`src/rtl/wide_add_sequencer_pkg.sv`:
```
// Shared widths, opcode values and FSM encoding for the multi-precision add/sub engine.
package wide_add_sequencer_pkg;
  localparam int WORD_W = 16;

  localparam logic ALU_OP_ADD = 1'b0;
  localparam logic ALU_OP_SUB = 1'b1;

  typedef enum logic [1:0] {
    IDLE = 2'd0,
    RUN  = 2'd1,
    DONE = 2'd2
  } state_e;
endpackage

```
`src/rtl/wide_add_sequencer_adder.sv`:
```
// 16-bit combinational ripple-carry adder shared by every word of the sequencer.
module wide_add_sequencer_adder
  import wide_add_sequencer_pkg::*;
(
  input  logic [WORD_W-1:0] a,
  input  logic [WORD_W-1:0] b,
  input  logic              cin,
  output logic [WORD_W-1:0] sum,
  output logic              cout
);
  logic [WORD_W:0] c;

  assign c[0] = cin;
  for (genvar i = 0; i < WORD_W; i++) begin : g_bit
    assign sum[i]   = a[i] ^ b[i] ^ c[i];
    assign c[i+1]   = (a[i] & b[i]) | (c[i] & (a[i] ^ b[i]));
  end
  assign cout = c[WORD_W];
endmodule

```
`src/rtl/wide_add_sequencer.sv`:
```
// Multi-precision A+B+C / A-B: one 16-bit adder reused per word, LSW first,
// with the carry chained through a register between words.
module wide_add_sequencer
  import wide_add_sequencer_pkg::*;
#(
  parameter int NUM_WORDS = 4
) (
  input  logic                        iClk,
  input  logic                        iReset,
  input  logic                        iValid,
  output logic                        oReady,
  input  logic                        iSub,
  input  logic                        iC,
  input  logic [WORD_W*NUM_WORDS-1:0] iA,
  input  logic [WORD_W*NUM_WORDS-1:0] iB,
  output logic                        oValid,
  input  logic                        iAck,
  output logic [WORD_W*NUM_WORDS-1:0] oResult,
  output logic                        oCarryout,
  output logic                        oOverflow,
  output logic                        oZero
);
  localparam int CW = $clog2(NUM_WORDS);

  state_e                              state_q, state_d;
  logic [CW-1:0]                       cnt_q;
  logic [NUM_WORDS-1:0][WORD_W-1:0]    a_q, b_q, res_q;
  logic                                carry_q, zacc_q;
  logic                                cout_q, ovf_q, zero_q;
  logic [WORD_W-1:0]                   a_w, b_w, sum_w;
  logic                                cout_w, last, accept;

  assign a_w    = a_q[cnt_q];
  assign b_w    = b_q[cnt_q];
  assign last   = (cnt_q == CW'(NUM_WORDS - 1));
  assign accept = iValid & oReady;

  wide_add_sequencer_adder u_m16_adder (
    .a   (a_w),
    .b   (b_w),
    .cin (carry_q),
    .sum (sum_w),
    .cout(cout_w)
  );

  always_comb begin
    state_d = state_q;
    case (state_q)
      IDLE:    if (accept) state_d = RUN;
      RUN:     if (last)   state_d = DONE;
      DONE:    if (iAck)   state_d = IDLE;
      default: state_d = IDLE;
    endcase
  end

  always_ff @(posedge iClk) begin
    if (iReset) state_q <= IDLE;
    else        state_q <= state_d;
  end

  always_ff @(posedge iClk) begin
    if (iReset) begin
      cnt_q   <= '0;
      a_q     <= '0;
      b_q     <= '0;
      res_q   <= '0;
      carry_q <= 1'b0;
      zacc_q  <= 1'b0;
      cout_q  <= 1'b0;
      ovf_q   <= 1'b0;
      zero_q  <= 1'b0;
    end else begin
      case (state_q)
        IDLE: if (accept) begin
          // Subtract is A + ~B + 1: invert B once here and seed the carry.
          a_q     <= iA;
          b_q     <= (iSub == ALU_OP_SUB) ? ~iB : iB;
          carry_q <= (iSub == ALU_OP_SUB) ? 1'b1 : iC;
          cnt_q   <= '0;
          zacc_q  <= 1'b1;
        end
        RUN: begin
          res_q[cnt_q] <= sum_w;
          carry_q      <= cout_w;
          cnt_q        <= cnt_q + 1'b1;
          zacc_q       <= zacc_q & (sum_w == '0);
          if (last) begin
            cout_q <= cout_w;
            ovf_q  <= (a_w[WORD_W-1] == b_w[WORD_W-1]) & (sum_w[WORD_W-1] != a_w[WORD_W-1]);
            zero_q <= zacc_q & (sum_w == '0);
          end
        end
        default: ;
      endcase
    end
  end

  assign oReady    = (state_q == IDLE);
  assign oValid    = (state_q == DONE);
  assign oResult   = res_q;
  assign oCarryout = cout_q;
  assign oOverflow = ovf_q;
  assign oZero     = zero_q;
endmodule

```
`config.mk`:
```
export PLATFORM = sky130hd
export DESIGN_NAME = wide_add_sequencer
export DESIGN_NICKNAME = d
export VERILOG_FILES = /design/src/rtl/wide_add_sequencer_pkg.sv /design/src/rtl/wide_add_sequencer_adder.sv /design/src/rtl/wide_add_sequencer.sv
export SDC_FILE = /design/constraint.sdc
export NUM_CORES = 1
export LEC_CHECK = 0
export BUFFER_PORTS_ARGS = -buffer_cell sky130_fd_sc_hd__buf_2
export CAP_MARGIN = 15
export CORE_MARGIN = 1
export CORE_UTILIZATION = 50
export CTS_CLUSTER_SIZE = 10
export DETAILED_ROUTE_END_ITERATION = 16
export GPL_TIMING_DRIVEN = 1
export HOLD_SLACK_MARGIN = 0.15
export PLACE_DENSITY_LB_ADDON = 0.05
export REMOVE_ABC_BUFFERS = 1
export SLEW_MARGIN = 0
export SYNTH_ARGS = -nofsm -noshare
export SYNTH_HDL_FRONTEND = slang
export SYNTH_HIERARCHICAL = 1
export SYNTH_SLANG_ARGS = --single-unit
```
`constraint.sdc`:
```
create_clock -name iClk -period 18.9 [get_ports iClk]
set_input_delay 0.945 -clock iClk [delete_from_list [all_inputs] [get_ports iClk]]
set_output_delay 0.945 -clock iClk [all_outputs]
set_load 0.05 [all_outputs]
```
== After elaboration in Yosys (flattened, before gate mapping) ==
Index checks and enable logic that the tools add are counted.

* Bits of input ports: 134
* Bits in registers: 201

* Equal/unequal tests: 8
* Reduce and logical (&&, ||, !) cells: 8
* Mux-type cells: 19
* $add $sub $neg: 1
* Order comparisons: 2
* Bitwise gates (word level): 84

{| class="wikitable"
|+ Operators by type and width
! cell !! count
|-
| $bmux W16 S2 || 2
|-
| $bwmux W64 || 1
|-
| $mux W64 || 1
|-
| $not A64 Y64 || 1
|-
| $mux W16 || 3
|-
| $and A1 B1 Y1 || 35
|-
| $demux W16 S2 || 1
|-
| $xor A1 B1 Y1 || 32
|-
| $logic_not A16 Y1 || 1
|-
| $or A1 B1 Y1 || 16
|-
| $mux W2 || 4
|-
| $pmux W2 S3 || 1
|-
| $reduce_and A2 Y1 || 3
|-
| $eq A2 B2 Y1 const B || 2
|-
| $ne A2 B1 Y1 const B || 2
|-
| $pmux W1 S2 || 2
|-
| $pmux W2 S2 || 1
|-
| $lt A2 B3 Y1 const B || 1
|-
| $mux W1 || 3
|-
| $reduce_and A3 Y1 || 1
|-
| $add A2 B1 Y2 const B || 1
|-
| $eq A2 B1 Y1 const B || 1
|-
| $ge A2 B1 Y1 const B || 1
|-
| $logic_not A2 Y1 || 1
|-
| 5 further kinds || 5
|}

== Longest topological paths before layout ==
* Depth in word-level cells: 37
* Depth in mapped cells: 27
* Depth with buffers taken out: 25

== Hierarchy ==
The synthesis kept the hierarchy.

{| class="wikitable"
|+ By module, submodules not included
! module !! sequential area each (µm²) !! instances !! area an instance (µm²) !! cells each
|-
| wide_add_sequencer || 4,023.9 || 1 || 8,296.7 || 945
|-
| wide_add_sequencer_adder || 0.0 || 1 || 357.8 || 26
|}

== Least setup slack after synthesis ==
No wires, ideal clock.

* Path kind: reg2reg
* From: register cnt_q[1]
* To: register ovf_q (netlist: oOverflow)
* Cell stages (with the launch flop): 27
* Path slack: 10,690 ps
* Arrival: 8,122 ps
* Cell sequence: dfxtp_1 clkbuf_1 clkbuf_1 mux4_2 fa_1 inv_1 fa_1 inv_1 fa_1 fa_1 fa_1 fa_1 fa_1 fa_1 fa_1 fa_1 fa_1 fa_1 fa_1 fa_1 fa_1 inv_1 fa_1 inv_1 inv_1 or3_1 a311oi_2

* Cells in the longest elaborated chain, start to end: 36
* Elaborated cells between the ends (all ways): 71

{| class="wikitable"
|+ RTL lines
! what !! RTL line !! text
|-
| from (decl) || wide_add_sequencer.sv:26 || <nowiki>logic [CW-1:0] cnt_q;</nowiki>
|-
| from (signal assigned) || wide_add_sequencer.sv:85 || <nowiki>cnt_q <= cnt_q + 1'b1;</nowiki>
|-
| $bmux W16 S2 (*) || wide_add_sequencer.sv:34 || <nowiki>assign b_w = b_q[cnt_q];</nowiki>
|-
| $mux W16 (not written as such) (*) || wide_add_sequencer.sv:34 ||
|-
| via b_w[0] || wide_add_sequencer.sv:30 || <nowiki>logic [WORD_W-1:0] a_w, b_w, sum_w;</nowiki>
|-
| $xor A1 B1 Y1 || wide_add_sequencer_adder.sv:16 || <nowiki>assign c[i+1] = (a[i] & b[i]) | (c[i] & (a[i] ^ b[i]));</nowiki>
|-
| $and A1 B1 Y1 || wide_add_sequencer_adder.sv:16 ||
|-
| $or A1 B1 Y1 (*) || wide_add_sequencer_adder.sv:16 ||
|-
| $and A1 B1 Y1 (*) || wide_add_sequencer_adder.sv:16 ||
|-
| $or A1 B1 Y1 (*) || wide_add_sequencer_adder.sv:16 ||
|-
| [22 not listed] || n/a ||
|-
| $and A1 B1 Y1 (*) || wide_add_sequencer_adder.sv:16 ||
|-
| $or A1 B1 Y1 (*) || wide_add_sequencer_adder.sv:16 ||
|-
| $and A1 B1 Y1 (*) || wide_add_sequencer_adder.sv:16 ||
|-
| $or A1 B1 Y1 (*) || wide_add_sequencer_adder.sv:16 ||
|-
| $xor A1 B1 Y1 (*) || wide_add_sequencer_adder.sv:15 || <nowiki>assign sum[i] = a[i] ^ b[i] ^ c[i];</nowiki>
|-
| via sum_w[15] || wide_add_sequencer.sv:30 ||
|-
| $ne A1 B1 Y1 (*) || wide_add_sequencer.sv:89 || <nowiki>ovf_q <= (a_w[WORD_W-1] == b_w[WORD_W-1]) & (sum_w[WORD_W-1] != a_w[WORD_W-1]);</nowiki>
|-
| $and A1 B1 Y1 (*) || wide_add_sequencer.sv:89 ||
|-
| to (signal assigned) || wide_add_sequencer.sv:89 ||
|-
| to (decl) || wide_add_sequencer.sv:29 || <nowiki>logic cout_q, ovf_q, zero_q;</nowiki>
|}

The timed path passes the listed nets; every way through them passes the cells marked *. The select of a mux whose other input is x is not followed.
A chain may end at the register's enable or synchronous reset.

== Worst setup path after layout ==
* From: register cnt_q[0]
* To: register ovf_q (netlist: oOverflow)

Same word-level chain as after synthesis.

==> qor.csv <==
stage;metric;value;unit
floorplan;fp-row-count;47;
finish;fillers;1521;
place;port_buffers;202;
grt;grt-ovfl-total;0;
worst_setup_path;cp.arrival;8980;ps
grt;use_met3;4.15;%
power_and_ir_drop;p_sw;0.264;mW
sta;finalHoldViolCount;0;
logic_synthesis;synth_top_cells_by_count;nand2_1 (266), dfxtp_1 (201), a21oi_1 (133);
clock_tree;root_buffer;clkbuf_16;
floorplan;core_area;0.0168;mm^2
job;max_cap_viol_count;0;
worst_setup_path;required;19310;ps
drt;postRouteAntennaNets;0;
worst_setup_path;cp_common_cell;fa_1;
worst_setup_path;critical_path.cell_chain;mux4_2 -> fa_1 -> inv_1 -> fa_1 -> inv_1 -> fa_1 -> fa_1 -> fa_1 -> fa_1 -> fa_1 -> fa_1 -> fa_1 -> fa_1 -> fa_1 -> fa_1 -> fa_1 -> fa_1 -> fa_1 -> inv_1 -> fa_1 -> inv_1 -> inv_1 -> or3_1 -> a311oi_2;
grt;grt_use_met2;39.1;%
place;place_congestion;0.817;
clock_tree;hold_buffers;0;
drt;wl_per_cell;15.7;um
finish;regArea;0.00403;mm^2
clock_tree;insertion_delay;500;ps
finish;syn_to_final_growth;19.4;%
logic_synthesis;ys_async_sr_fraction;0;%
logic_synthesis;synth_area_leaders;dfxtp_1 (46%), nand2_1 (12%), mux4_2 (8.3%), a21oi_1 (7.7%), xnor2_1 (6.5%);
sta;worstMarginPinSlew;1080;ps
worst_setup_path;path_class;reg2reg;
clock_tree;post-cts-setup-buffers;0;
sta;finalSetupTns;0;ps
drt;drtIter0Drc;449;
worst_setup_path;end_kind;register;
sta;fin_crit;8570;ps
power_and_ir_drop;ir_drop;0.0000605;V
drt;drt_wl_total;21200;um
clock_tree;path_clk_slew;50;ps
worst_setup_path;r2r_start;cnt_q[0];
grt;grt_pass1_wl;33600;um
grt;grt_util_all_layers;23.8;%
clock_tree;post_cts_resized;0;
clock_tree;cts_tree;done;
worst_setup_path;cp_slowest_cell;dfxtp_2;
min_path;hold_depth;2;
power_and_ir_drop;power.total;1.01;mW
worst_setup_path;r2r_slack;10330;ps
logic_synthesis;synth_cell_types;28;
power_and_ir_drop;p_int;0.747;mW
min_path;hold_class;reg2reg;
finish;multi_input_area;0.00425;mm^2
sta;setup_viol;0;
logic_synthesis;ys.warnings.count;6;
finish;insertedDiodeCount;0;
drt;vias;6982;
worst_setup_path;startpoint_type;register;
worst_setup_path;r2r_end;oOverflow;
worst_setup_path;critPathMaxStageDelay;620;ps
sta;slew_headroom;28.3;%
drt;vias_per_cell;5.16;
floorplan;dieArea;0.0178;mm^2
logic_synthesis;syn-cell-area;0.00865;mm^2
power_and_ir_drop;p_clk_share;39.4;%
logic_synthesis;synthCells;971;
clock_tree;cts.htree.levels;1;
sta;fin_crit_sh;45.3;%
logic_synthesis;synth-edff-count;0;
sta;rsz0062_at_grt;no;
sta;drv_slew;0;
finish;drive_gt1_share;24.1;%
drt;drc;0;
place;place_hpwl;14200;um
logic_synthesis;synth_top_area_share;46.5;%
drt;first_pass_iters;4;
power_and_ir_drop;p_sw_share;26.1;%
logic_synthesis;synth_area_per_cell;8.91;um^2
grt;grt_max_degree;117;
logic_synthesis;ys_seq_elements;201;
run_status;outcome;finished clean;
grt;gr-max-usage-layer;met2;
grt;met1_usage;32.6;%
logic_synthesis;synth_ff_type;dfxtp_1;
clock_tree;clk_path_buf_depth;3;
finish;fin_nets;1281;
clock_tree;cts.sinks;201;
sta;fmax;0.117;GHz
clock_tree;cts_buffers;24;
worst_setup_path;r2r_cells;24;
power_and_ir_drop;power.leakage;4.11;nW
logic_synthesis;yosysTopAreaCell;dfxtp_1;
floorplan;num_io_pins;203;
worst_setup_path;cp_max_fo;14;
min_path;hp-start;oResult[37];
floorplan;die_w;134;um
grt;antenna_found_initial;0;
power_and_ir_drop;power_density;97.7;mW/mm^2
logic_synthesis;synth.most_common_cell;nand2_1;
power_and_ir_drop;pwr-share-seq;45.8;%
floorplan;die_y;134;um
min_path;holdPathEnd;oResult[37];
floorplan;start_util;51.6;%
sta;skew;9.37;ps
power_and_ir_drop;p_comb_share;14.8;%
logic_synthesis;seq_area_frac_synth;46.5;%
grt;grt_pass1_vias;6468;
-- metrics by stage --
step	instances	hold slack (ps)	area, um^2	setup WS (ps)	utilization, %
floorplan	892	427	8320	9910	-
global placement	1321	439	9680	10430	57.7
detailed placement	1321	442	9680	10340	57.7
CTS	1352	449	10300	10330	61.7
global route	1352	469	10300	9960	61.7
finish	1352	449	10300	10330	61.7
-- final cells by class --
class | count | area share (%)
Clock inverter | 1 | 0.0484
Inverter | 15 | 0.545
Multi-Input combinational cell | 676 | 41.1
Timing Repair Buffer | 209 | 10.4
Tap cell | 220 | 2.66
Sequential cell | 201 | 38.9
Clock buffer | 30 | 6.33
-- cell usage in the layout, fill, tap and decap left out, drive strengths merged, types with 3 or more instances in the layout --
cell type	count
nor2	70
a211oi	64
mux4	32
clkbuf	30
fa	16
a21oi	133
nand2	266
buf	209
nor2b	3
xnor2	64
o21ai	3
ha	4
inv	15
and2	4
dfxtp	201
-- critical path: cells and delay by family, from the launching register on --
| family | cells | cell delay (ps) |
|---|---|---|
| adders and majority gates | 16 | 6190 |
| DFF | 1 | 620 |
| muxes | 1 | 580 |
| buffers and inverters | 5 | 470 |
| and+or+nand+nor | 1 | 380 |
| AOI/OAI and AO/OA | 1 | 240 |
-- worst max-delay path by stage --
stage,from,endpoint,cells past startpoint
floorplan,cnt_q[0],oOverflow,24
global placement,cnt_q[0],oOverflow,24
detailed placement,cnt_q[0],oOverflow,24
CTS,cnt_q[0],oOverflow,24
global route,cnt_q[0],oOverflow,24
finish,cnt_q[0],oOverflow,24
-- flip-flops by register name, indices dropped and copies added, names as in the netlist --
name       cells
oOverflow      1
b_q           64
oZero          1
a_q           64
zacc_q         1
carry_q        1
state_q        2
oCarryout      1
oResult       64
cnt_q          2
-- cell families (layout without fill, tap and decap cells) --
family	after synthesis	after routing	synth area share (%)
XOR/XNOR	64	64	6.48
AND/OR/NAND/NOR	355	355	15.9
buffers and inverters	94	255	4.54
flip-flops	201	201	46.5
multiplexers	33	33	8.44
AO/OA/AOI/OAI	204	204	13.8
adder cells (fa/ha/maj)	20	20	4.28
-- per-layer routing --
layer | share of wire [%] | vias to the layer above
li1 | - | 3561
met3 | 5.0 | 27
met1 | 47 | 3214
met5 | 0 | -
met4 | 1.7 | 0
met2 | 47 | 180
-- power by group through the flow --
| stage | Sequential (mW) | Clock [mW] | Combinational, mW |
|---|---|---|---|
| floorplan | 0.482 | 0 | 0.0875 |
| global placement | 0.471 | 0 | 0.149 |
| global route | 0.465 | 0.423 | 0.164 |
| CTS | 0.463 | 0.407 | 0.150 |
| finish | 0.462 | 0.398 | 0.149 |
| detailed placement | 0.471 | 0 | 0.150 |
No activity file was read; power rests on OpenSTA's default activity.
